<file path="config.mk">
export PLATFORM = sky130hd
export DESIGN_NAME = ps2_key_decoder
export DESIGN_NICKNAME = d
export VERILOG_FILES = /design/src/rtl/ps2_keymap_pkg.sv /design/src/rtl/ps2_scancode_lookup.sv /design/src/rtl/ps2_key_decoder.sv
export SDC_FILE = /design/constraint.sdc
export NUM_CORES = 1
export LEC_CHECK = 0
export ABC_AREA = 1
export CAP_MARGIN = 10
export CORE_ASPECT_RATIO = 1.5
export CORE_MARGIN = 2
export CORE_UTILIZATION = 55
export CTS_CLUSTER_DIAMETER = 120
export DETAILED_ROUTE_END_ITERATION = 12
export PLACE_DENSITY = 0.87
export SKIP_CTS_REPAIR_TIMING = 1
export SLEW_MARGIN = 15
export SYNTH_ARGS = -nofsm -noshare
export SYNTH_HDL_FRONTEND = slang
export SYNTH_SLANG_ARGS = --single-unit
</file>
<file path="constraint.sdc">
create_clock -name clk -period 2.99 [get_ports clk]
set_input_delay 0.299 -clock clk [delete_from_list [all_inputs] [get_ports clk]]
set_output_delay 0.299 -clock clk [all_outputs]
set_load 0.01 [all_outputs]
</file>
<file path="src/rtl/ps2_keymap_pkg.sv">
// Shared types and constants for the PS/2 Set-2 to NES-button decoder.
// Extended (E0) keymap support is gated by the PS2_DECODE_E0_EN macro.
package ps2_keymap_pkg;

  localparam int unsigned BTN_W  = 8;
  localparam int unsigned IDX_W  = 3;
  localparam int unsigned CODE_W = 8;

  typedef enum logic [1:0] {
    ST_IDLE    = 2'd0,
    ST_BRK     = 2'd1,
    ST_EXT     = 2'd2,
    ST_EXT_BRK = 2'd3
  } ps2_state_e;

  // Prefix and keyboard self-test bytes
  localparam logic [CODE_W-1:0] PS2_BRK     = 8'hF0;
  localparam logic [CODE_W-1:0] PS2_EXT     = 8'hE0;
  localparam logic [CODE_W-1:0] PS2_BAT     = 8'hAA;
  localparam logic [CODE_W-1:0] PS2_BAT_ERR = 8'hFC;

  // Main keymap scancodes
  localparam logic [CODE_W-1:0] SC_K      = 8'h42;
  localparam logic [CODE_W-1:0] SC_J      = 8'h3B;
  localparam logic [CODE_W-1:0] SC_RSHIFT = 8'h59;
  localparam logic [CODE_W-1:0] SC_ENTER  = 8'h5A;
  localparam logic [CODE_W-1:0] SC_W      = 8'h1D;
  localparam logic [CODE_W-1:0] SC_S      = 8'h1B;
  localparam logic [CODE_W-1:0] SC_A      = 8'h1C;
  localparam logic [CODE_W-1:0] SC_D      = 8'h23;

  // Extended keymap scancodes (arrow keys, follow E0)
  localparam logic [CODE_W-1:0] SC_EXT_UP    = 8'h75;
  localparam logic [CODE_W-1:0] SC_EXT_DN    = 8'h72;
  localparam logic [CODE_W-1:0] SC_EXT_LEFT  = 8'h6B;
  localparam logic [CODE_W-1:0] SC_EXT_RIGHT = 8'h74;

  // Button bit positions, NES controller order
  localparam logic [IDX_W-1:0] BTN_A    = 3'd0;
  localparam logic [IDX_W-1:0] BTN_B    = 3'd1;
  localparam logic [IDX_W-1:0] BTN_SEL  = 3'd2;
  localparam logic [IDX_W-1:0] BTN_STRT = 3'd3;
  localparam logic [IDX_W-1:0] BTN_UP   = 3'd4;
  localparam logic [IDX_W-1:0] BTN_DN   = 3'd5;
  localparam logic [IDX_W-1:0] BTN_L    = 3'd6;
  localparam logic [IDX_W-1:0] BTN_R    = 3'd7;

endpackage

</file>
<file path="src/rtl/ps2_scancode_lookup.sv">
// Combinational scancode-to-button lookup for the main and E0 keymaps.
module ps2_scancode_lookup
  import ps2_keymap_pkg::*;
(
  input  logic [CODE_W-1:0] code_i,
  input  logic              ext_i,
  output logic              hit_c_o,
  output logic [IDX_W-1:0]  idx_c_o
);

  always_comb begin
    hit_c_o = 1'b0;
    idx_c_o = '0;
    if (ext_i) begin
      unique case (code_i)
        SC_EXT_UP:    begin hit_c_o = 1'b1; idx_c_o = BTN_UP; end
        SC_EXT_DN:    begin hit_c_o = 1'b1; idx_c_o = BTN_DN; end
        SC_EXT_LEFT:  begin hit_c_o = 1'b1; idx_c_o = BTN_L;  end
        SC_EXT_RIGHT: begin hit_c_o = 1'b1; idx_c_o = BTN_R;  end
        default:      ;
      endcase
    end else begin
      unique case (code_i)
        SC_K:      begin hit_c_o = 1'b1; idx_c_o = BTN_A;    end
        SC_J:      begin hit_c_o = 1'b1; idx_c_o = BTN_B;    end
        SC_RSHIFT: begin hit_c_o = 1'b1; idx_c_o = BTN_SEL;  end
        SC_ENTER:  begin hit_c_o = 1'b1; idx_c_o = BTN_STRT; end
        SC_W:      begin hit_c_o = 1'b1; idx_c_o = BTN_UP;   end
        SC_S:      begin hit_c_o = 1'b1; idx_c_o = BTN_DN;   end
        SC_A:      begin hit_c_o = 1'b1; idx_c_o = BTN_L;    end
        SC_D:      begin hit_c_o = 1'b1; idx_c_o = BTN_R;    end
        default:   ;
      endcase
    end
  end

endmodule

</file>
<file path="src/rtl/ps2_key_decoder.sv">
// PS/2 Set-2 make/break decoder producing a held NES-order button vector.
// Define PS2_DECODE_E0_EN to compile in the E0 (arrow key) keymap.
module ps2_key_decoder
  import ps2_keymap_pkg::*;
#(
  parameter int unsigned TIMEOUT_CYCLES = 100000
) (
  input  logic              clk,
  input  logic              reset,
  input  logic [CODE_W-1:0] rx_data,
  input  logic              rx_valid,
  input  logic              rx_err,
  output logic [BTN_W-1:0]  buttons,
  output logic              btn_changed
);

  localparam int unsigned CNT_W = $clog2(TIMEOUT_CYCLES);
  localparam logic [CNT_W-1:0] CNT_LAST = CNT_W'(TIMEOUT_CYCLES - 1);

  ps2_state_e       state_q, state_d;
  logic [BTN_W-1:0] main_q, main_d;
  logic [CNT_W-1:0] cnt_q, cnt_d;
  logic [BTN_W-1:0] btn_d;
  logic             lk_ext;
  logic             lk_hit;
  logic [IDX_W-1:0] lk_idx;
`ifdef PS2_DECODE_E0_EN
  logic [BTN_W-1:0] ext_q, ext_d;
`endif

  assign lk_ext = (state_q == ST_EXT) || (state_q == ST_EXT_BRK);

  ps2_scancode_lookup u_lookup (
    .code_i  (rx_data),
    .ext_i   (lk_ext),
    .hit_c_o (lk_hit),
    .idx_c_o (lk_idx)
  );

  // Next-state: error beats a byte, a byte beats the prefix timeout
  always_comb begin
    state_d = state_q;
    main_d  = main_q;
    cnt_d   = cnt_q;
`ifdef PS2_DECODE_E0_EN
    ext_d   = ext_q;
`endif
    if (rx_err) begin
      state_d = ST_IDLE;
      cnt_d   = '0;
    end else if (rx_valid) begin
      cnt_d = '0;
      unique case (state_q)
        ST_IDLE: begin
          if (rx_data == PS2_BRK) begin
            state_d = ST_BRK;
          end else if (rx_data == PS2_EXT) begin
            state_d = ST_EXT;
          end else if ((rx_data == PS2_BAT) || (rx_data == PS2_BAT_ERR)) begin
            main_d = '0;
`ifdef PS2_DECODE_E0_EN
            ext_d  = '0;
`endif
          end else if (lk_hit) begin
            main_d[lk_idx] = 1'b1;
          end
        end
        ST_BRK: begin
          if (lk_hit) main_d[lk_idx] = 1'b0;
          state_d = ST_IDLE;
        end
        ST_EXT: begin
          if (rx_data == PS2_BRK) begin
            state_d = ST_EXT_BRK;
          end else begin
`ifdef PS2_DECODE_E0_EN
            if (lk_hit) ext_d[lk_idx] = 1'b1;
`endif
            state_d = ST_IDLE;
          end
        end
        ST_EXT_BRK: begin
`ifdef PS2_DECODE_E0_EN
          if (lk_hit) ext_d[lk_idx] = 1'b0;
`endif
          state_d = ST_IDLE;
        end
        default: state_d = ST_IDLE;
      endcase
    end else if (state_q != ST_IDLE) begin
      if (cnt_q == CNT_LAST) begin
        state_d = ST_IDLE;
        cnt_d   = '0;
      end else begin
        cnt_d = cnt_q + CNT_W'(1);
      end
    end else begin
      cnt_d = '0;
    end
  end

`ifdef PS2_DECODE_E0_EN
  assign btn_d = main_d | ext_d;
`else
  assign btn_d = main_d;
`endif

  always_ff @(posedge clk or posedge reset) begin
    if (reset) begin
      state_q     <= ST_IDLE;
      main_q      <= '0;
      cnt_q       <= '0;
      buttons     <= '0;
      btn_changed <= 1'b0;
    end else begin
      state_q     <= state_d;
      main_q      <= main_d;
      cnt_q       <= cnt_d;
      buttons     <= btn_d;
      btn_changed <= (btn_d != buttons);
    end
  end

`ifdef PS2_DECODE_E0_EN
  always_ff @(posedge clk or posedge reset) begin
    if (reset) ext_q <= '0;
    else       ext_q <= ext_d;
  end
`endif

endmodule

</file>
; ---- Word level (Yosys, flattened, before mapping)
; Cells that the tools add are included.
[totals]
latchBits = 0
elab_cells = 71
regBits = 28
mem_count = 0
romBits = 0
out_inout_bits = 9
ramBits = 0
in_bits = 12
[classes]
n_div = 0
n_mux = 28
eq_ne = 22
n_reduce_logical = 11
magnitude_cmp = 2
mul = 0
shift = 0
add_sub_neg = 1
n_bitwise = 3
[op_table]
columns = operator, n
row1 = 17-bit two-way mux, 4
row2 = 8-bit by 7-bit == test with 1-bit output (second input constant), 7
row3 = 8-bit two-way mux, 7
row4 = 8-bit == test (second input constant), 4
row5 = 8-bit by 5-bit == test with 1-bit output (second input constant), 3
row6 = 3-bit case mux with 7 select lines, 1
row7 = 17-bit by 1-bit adder with 17-bit output (second input constant), 1
row8 = 17-bit == test (second input constant), 1
row9 = 8-bit by 6-bit == test with 1-bit output (second input constant), 2
row10 = 8-bit case mux with 2 select lines, 1
row11 = 2-bit two-way mux, 7
row12 = 3-bit case mux with 4 select lines, 1
row13 = 8-bit bitwise AND, 1
row14 = 8-bit != test, 1
row15 = 8-bit NOT, 1
row16 = 8-bit bitwise OR, 1
row17 = 8-bit OR reduction, 1
row18 = 2-bit case mux with 3 select lines, 1
row19 = 3-bit nonzero test, 2
row20 = 5-bit != test (second input constant), 1
row21 = 2-bit == test (second input constant), 2
row22 = 3-bit by 4-bit less-than comparator with 1-bit output (second input constant), 1
row23 = 1-bit two-way mux, 4
row24 = 4-bit OR reduction, 1
row25 = 10 further kinds, 11

; ---- Longest topological paths before layout
[depth]
depth_word = 16
ltp_mapped = 19
depth_no_buf = 19

; ---- By module
; From an unflattened synthesis, not the netlist that was laid out.
[unflattened]
hier_cells = 361
area_unflattened_um2 = 2198.4
[by_module_without_submodules]
columns = module, instances, seq_area_each_um2, cells_per_inst, area_per_inst_um2
row1 = ps2_key_decoder, 1, 700.7, 284, 1885.6
row2 = ps2_scancode_lookup, 1, 0.0, 77, 312.8

; ---- Worst setup path after synthesis
; No wires, ideal clock.
[synth_timing]
kind = reg-to-reg
from = reg cnt_q[0]
to = reg cnt_q[16]
required_ns = 2.871
arrival_time_ns = 1.676
setup_ns = 0.119
n_path_buf = 0
stages_incl_launch_ff = 15
setup_slack_ns = 1.195
synth_period_minus_slack_ns = 1.795
cell_sequence = dfrtp_1 -> ha_1 -> nand2_1 -> nor2_1 -> inv_1 -> nor2_1 -> inv_1 -> nor4_2 -> nand2_1 -> nor2_1 -> inv_1 -> nor3_2 -> nand3_1 -> nand2_1 -> nor2_1
[synth_between]
elab_chain_cells = 5
elab_cells_between_ends = 6
classes_between = 1 x add/sub / 1 x eq/ne / 4 x mux
[synth_lines]
columns = item, line
row1 = from (decl), ps2_key_decoder.sv:22  ; logic [CNT_W-1:0] cnt_q, cnt_d;
row2 = from (signal assigned), ps2_key_decoder.sv:118  ; cnt_q <= cnt_d;
row3 = 17-bit by 1-bit adder with 17-bit output / 17-bit == test (equally long branches), "ps2_key_decoder.sv:95, ps2_key_decoder.sv:91"
row4 = 17-bit two-way mux *, ps2_key_decoder.sv:91  ; if (cnt_q == CNT_LAST) begin
row5 = 17-bit two-way mux *, ps2_key_decoder.sv:90  ; end else if (state_q != ST_IDLE) begin
row6 = 17-bit two-way mux *, ps2_key_decoder.sv:51  ; end else if (rx_valid) begin
row7 = 17-bit two-way mux *, ps2_key_decoder.sv:48  ; if (rx_err) begin
row8 = net cnt_d[16], ps2_key_decoder.sv:22
; The timed path passes the listed nets; every way through them passes the cells marked *.
; A chain may end at the register's enable or synchronous reset.

; ---- Worst setup path in the final report
[layout_timing]
from = reg cnt_q[0]
to = reg cnt_q[13]
; The elaborated chain is that of the path after synthesis.

==> run_results.csv <==
group,metric,value,unit
synth,synth_warnings,0,
timing,tightest_slew,509,ps
clock_network,clock_sinks,28,
final_layout,antenna_cells,0,
power,swShare,34.1,%
synth,syn_inst,324,
setup_path,crit_type,"flop to flop",
final_layout,final_common_cell,"nand2_1",
timing,max_slew_margin,66.0,%
final_layout,drive_gt1_share,7.49,%
place,dpl_cell_area,2360,sq um
setup_path,critPathCaptureType,"flop",
clock_network,cts_buffer_depth,2,
clock_network,h-tree-depth,1,
synth,syn_nets,337,
die,fp.dieW,54.5,um
drt,wl_per_cell,12.2,um
timing,fmax,443,MHz
worst_hold_path,hp-class,"input port to async pin",
drt,wl,4750,um
final_layout,area_delta_synth_final,14.2,%
timing,setup_viol,0,
drt,initialDrtViolationCount,60,
grt,grt_use_total,24.7,%
drt,dr.pass1.iters,4,
drt,vias,2153,
power,power_density,425,nW/um^2
run_status,status,"finished, final reports clean",
clock_network,root_buffer,"clkbuf_8",
power,p_int,0.673,mW
timing,hold_violations,0,
die,start_util,57.1,%
timing,fin_crit_sh,75.4,%
setup_path,crit_path_start_kind,"flop",
timing,drv_slew,0,
clock_network,insertion_delay,260,ps
final_layout,fin_area,2400,sq um
power,pwr-share-comb,36.2,%
setup_path,cp_cell_sequence,"ha_1 -> nand2_1 -> nor2_1 -> inv_1 -> nor2_1 -> inv_1 -> o31ai_1 -> nor2_1 -> inv_1 -> a21oi_1 -> o21ai_0 -> a21oi_1",
synth,synth_area,2100,sq um
timing,final.setup_skew,1.77,ps
grt,antenna_found_initial,0,
die,core,3680,sq um
setup_path,cpMaxStageDelayCell,"dfrtp_1",
power,ir_worst_vdd,0.293,mV
timing,fin_ws,735,ps
final_layout,final_cell_mix,"nand2_1, inv_1, nor2_1",
setup_path,r2r_cells,12,
power,power_frac_seq,44.8,%
final_layout,finalNonFillerCells,390,
place,port-buffer-count,20,
power,p_sw,0.349,mW
power,p_leak,1.18,nW
setup_path,crit_path_max_incr_delay,400,ps
clock_network,cts_tree,"done",
timing,tns,0,ps
die,num_rows,27,
setup_path,crit_fanout,11,
synth,yosysSeqAreaShare,33.3,%
synth,synth.distinct_cells,35,
timing,rsz0062_at_grt,"false",
clock_network,cts_buffers,3,
final_layout,fin_util,65.2,%
grt,grt_start_max_net_pins,29,
flow_run,cap_violations,0,
place,dpl_worst_slack,540,ps
synth,ys_seq_elements,28,
grt,grt_pass1_wl,8160,um
drt,drc,0,
clock_network,clkSlewWorstSetupHoldPaths,90,ps
power,clock_power_share,19.0,%
drt,vias_per_cell,5.52,
setup_path,required,3190,ps
die,dieHeight,79.7,um
drt,final_antenna_net_count,0,
final_layout,nets,362,
grt,gr-total-overflow,0,
timing,min_period,2260,ps
synth,postSynthAreaPerCell,6.49,sq um
setup_path,arrival,2450,ps
place,place_inst,387,
die,ioPinCount,21,
place,place_hpwl,3830,um
grt,grt_pass1_vias,1978,
place,place.gp.congestion,0.901,
die,die_area,4340,sq um
[state kept, by name, summed over array words and instances (netlist names)]
register / flops
btn_changed: 1
main_q: 8
cnt_q: 17
state_q: 2
[final timing paths]
kind / from / to / slack (ps)
max reg2reg: cnt_q[0] / cnt_q[13] / 730
min in group clk: cnt_q[0] / cnt_q[0] / 470
min reg2reg: cnt_q[0] / cnt_q[0] / 470
max: cnt_q[0] / cnt_q[13] / 730
min: reset / main_q[5] / 410
max in group asynchronous: reset / cnt_q[15] / 2330
[final cells by class]
cell class,instances,area (sq um)
fill,342,1280
multi-input combinational,240,1190
sequential,28,701
timing repair buffer,21,208
inverter,55,206
tap,43,53.8
clock buffer,3,41.3
[power by group through the flow]
stage	combinational (mW)	sequential [mW]	clock, mW
floorplan	0.211	0.473	0
global placement	0.359	0.461	0
detailed placement	0.367	0.463	0
CTS	0.369	0.456	0.199
global route	0.418	0.461	0.219
finish	0.370	0.457	0.194
[worst max-delay path: cells and delay by family, from the launching register on]
kind / cells / cell delay, ps
simple gates: 4 / 560
buf+inv: 3 / 490
fa+ha+maj: 1 / 220
flops: 1 / 400
compound gates: 4 / 500
[synth_stat cells (all sizes together)]
cell    instances  area [sq um]
o22ai           1          6.26
nand4           9          56.3
nand3          26           145
nand2          89           349
and3            1          6.26
o41ai           1          8.76
nor4            3          25.0
a21oi          10          50.1
nor2           59           259
ha              1          12.5
xnor2           1          8.76
nor3b           2          15.0
o21ai          13          65.1
o21bai          3          22.5
a31oi           2          12.5
a21boi          1          18.8
nor3            5          30.0
buf             1          5.00
dfrtp          28           701
o31ai           3          22.5
nand3b          3          22.5
o21a            1          7.51
a22oi           2          15.0
xor2            2          17.5
o211ai          2          15.0
inv            55           206
[through the flow]
| stage | total power [mW] | hold slack (ps) |
|---|---|---|
| 3_5_place_dp | 0.830 | 464 |
| 2_1_floorplan | 0.684 | 364 |
| 5_1_grt | 1.10 | 437 |
| 4_1_cts | 1.02 | 423 |
| 6_report | 1.02 | 410 |
| 3_3_place_gp | 0.820 | 447 |
[layer usage]
layer  up-vias  GRT usage [%]  wire (um)  part of all wire (%)
li1       1090              -          -                     -
met1       977           26.5       1830                    39
met2        71           47.0       2610                    55
met3        15           2.62        179                   3.8
met4         0           8.50        129                   2.7
met5         -              0          0                     0
[kinds of logic after synthesis]
kind of cell | count (synthesis) | share of synthesized area, %
AOI/OAI and AO/OA | 39 | 11.6
adders and majority gates | 1 | 0.595
and+or+nand+nor | 197 | 43.2
xor gates and xnor gates | 3 | 1.25
buffers and inverters | 56 | 10.1
DFF | 28 | 33.3
No activity file was read; power rests on OpenSTA's default activity.
==> RTL edit: new RTL, config.mk and constraints unchanged <==
The parameter `TIMEOUT_CYCLES` goes from 100000 to 200000.
--- a/src/rtl/ps2_key_decoder.sv
+++ b/src/rtl/ps2_key_decoder.sv
@@ -5,3 +5,3 @@
 #(
-  parameter int unsigned TIMEOUT_CYCLES = 100000
+  parameter int unsigned TIMEOUT_CYCLES = 200000
 ) (
Function: same outputs for any inputs over 4 cycles, from zero or initial values and one cycle with reset high; that may be too few to reach the edited logic, so the function may still have changed.
==> RTL edit against the unedited design <==
Die area fell by 1.1%; setup slack improved by 0.11 ns; highest routed layer unchanged; total power rose by 19%; sequential share of layout area rose by 0.87 points; sequential cell count rose by 1; critical endpoint is now btn_changed$_DFF_PP0_; routed wire length fell by 4.2%; global-route usage fell by 0.99 points; final area rose by 0.57%; synthesized area fell by 1.2%; critical path depth rose by 4.
==> RTL edit: results (changes against the unedited design) <==
RUN_STATUS='finished, final reports clean'
CLOCK_H_TREE_LEVELS=2  # +1
R2R_SLACK_NS=0.89  # +0.16 ns
LIST_OF_MOST_FREQUENT_POST_SYNTHESIS_CELLS='sky130_fd_sc_hd__nand2_1 (98), sky130_fd_sc_hd__nor2_1 (49), sky130_fd_sc_hd__inv_1 (47)'
PLACE_HPWL_MM=3.525  # -8.0%
SETUP.WORST_PATH.START='rx_data[4]'
TOP_REGS='cnt_q: 18 flops, main_q: 8 flops, state_q: 2 flops'
YOSYSSEQAREASHARE_PCT=34.92  # +1.6 points
SYNTH-EDFF-COUNT=0  # unchanged
NUMBER_OF_DIODES=0  # unchanged
SLOWEST_DELAY_NS=0.56  # +0.16 ns
SYNTH.TOP_CELLS.BY_AREA='sky130_fd_sc_hd__dfrtp_1 (35%), sky130_fd_sc_hd__nand2_1 (18%), sky130_fd_sc_hd__nor2_1 (8.9%)'
FILLERS=319  # -6.7%
GPL.FINAL_WEIGHTED_CONGESTION=0.8529  # -5.4%
DPL-INSTANCE-AREA_SQ_UM=2332  # -1.2%
CRITPATHARRIVALTIME_NS=2.31  # -0.14 ns
ROOT_BUFFER='sky130_fd_sc_hd__clkbuf_8'
DETAILEDROUTE.FIRSTPASSITERATIONCOUNT=4  # unchanged
ALL_LAYER_GR_USAGE_PCT=23.73  # -0.99 points
PLACE.PORT_BUFFERS=20  # unchanged
DELAY_HEAVIEST_FAMILY_CP='simple AND/OR/NAND/NOR gates'
GRT_MAX_DEGREE=30  # +3.4%
DISTINCT_CELLS_SYNTH=32  # -8.6%
VIAS=2027  # -5.9%
LEAKAGEPOWER_nW=1.209  # +2.4%
CTS-ROOT-TO-SINK-BUFFERS=2  # unchanged
WORSTREGTOREGCELLS=8  # -4
GLOBAL_ROUTE_WIRE_LENGTH_BEFORE_REPAIR_MM=7.665  # -6.1%
FIN_WORST_SKEW_NS=0.01283  # +0.01106 ns
WORSTREG2REGSTART='cnt_q[0]$_DFF_PP0_'
TRITONCTS.NUM_BUFFERS=5  # +2
CLOCK_SLEW_AT_REPORTED_PATH_FFS_NS=0.07  # -0.02 ns
LAYOUT-DRIVE-GT1-SHARE_PCT=8.092  # +0.60 points
TIMING.CRITICAL_PATH.FANOUT_MAX=5  # -6
SYNTH.NET_COUNT=332  # -1.5%
DRT-WIRELENGTH-PER-CELL_MICRONS=11.70  # -3.9%
ENDPOINT='btn_changed$_DFF_PP0_'
CRITICAL_PATH.SLOWEST_CELL='sky130_fd_sc_hd__clkdlybuf4s50_1'
YOSYS_WARNINGS=0  # unchanged
WORST_SKEW_PAIR.LATE_LATENCY_NS=0.28  # +0.02 ns
NNETSFINAL=358  # -1.1%
MAXSLEWHEADROOM_PCT=66.64  # +0.68 points
FIRST_GLOBAL_VIAS=1942  # -1.8%
SYNTHARSTFLOPSHARE_PCT=100.0  # unchanged
POWER.IR.VDD_WORST_mV=0.3605  # +23%
GRT_ANTENNA_BEFORE_REPAIR=0  # unchanged
## RTL edit: cell count changes after synthesis, moves of 3 or more
cell / before / now
sky130_fd_sc_hd__nand2_1: 85 / 98
sky130_fd_sc_hd__inv_1: 52 / 47
sky130_fd_sc_hd__nand3b_1: 3 / 0
sky130_fd_sc_hd__nor2_4: 3 / 0
sky130_fd_sc_hd__o21ai_0: 11 / 8
## RTL edit: cells by family (layout without fill, tap and decap cells)
logic type               after synthesis  count (layout)  share of synthesized area [%]
flip-flops                            29              29                          34.92
AO/OA/AOI/OAI                         30              30                          9.212
adder cells (fa/ha/maj)                1               1                         0.6020
AND/OR/NAND/NOR                      202             202                          43.77
buffers and inverters                 52              79                          9.392
XOR/XNOR                               5               5                          2.108
## RTL edit: per-stage QoR
step	instances	worst slack (ns)	power, mW	utilization [%]
floorplan	319	1.262	0.7458	-
global placement	381	0.5625	0.9056	63.92
detailed placement	381	0.5388	0.9153	63.92
CTS	389	0.8410	1.226	66.19
global route	389	0.4844	1.310	66.19
finish	389	0.8487	1.218	66.19
## RTL edit: layer usage
metal	wire length, microns	up-vias	GRT usage [%]	part of all wire [%]
li1	-	1059	-	-
met1	1916	924	24.91	42
met2	2435	33	43.25	54
met3	102	11	4.699	2.2
met4	97	0	10.00	2.1
met5	0	-	0	0
## RTL edit: area by class of cell
class	count	share of cell area, %
multi-input combinational	238	47.93
sequential	29	30.05
timing repair buffer	21	8.601
inverter	50	7.772
clock buffer	6	3.005
tap	43	2.228
clock inverter	2	0.4145
## RTL edit: worst min path at each step
| stage | cells past startpoint | slack, ns | endpoint |
|---|---|---|---|
| floorplan | 1 | 0.38 | btn_changed$_DFF_PP0_ |
| global placement | 1 | 0.47 | cnt_q[0]$_DFF_PP0_ |
| detailed placement | 1 | 0.47 | cnt_q[0]$_DFF_PP0_ |
| CTS | 3 | 0.39 | main_q[2]$_DFF_PP0_ |
| global route | 3 | 0.42 | cnt_q[3]$_DFF_PP0_ |
| finish | 3 | 0.38 | cnt_q[4]$_DFF_PP0_ |
## RTL edit: report_power, final
part	internal, mW	switching (mW)
registers	0.443	0.0448
logic	0.196	0.226
clock network	0.161	0.146
total	0.801	0.417
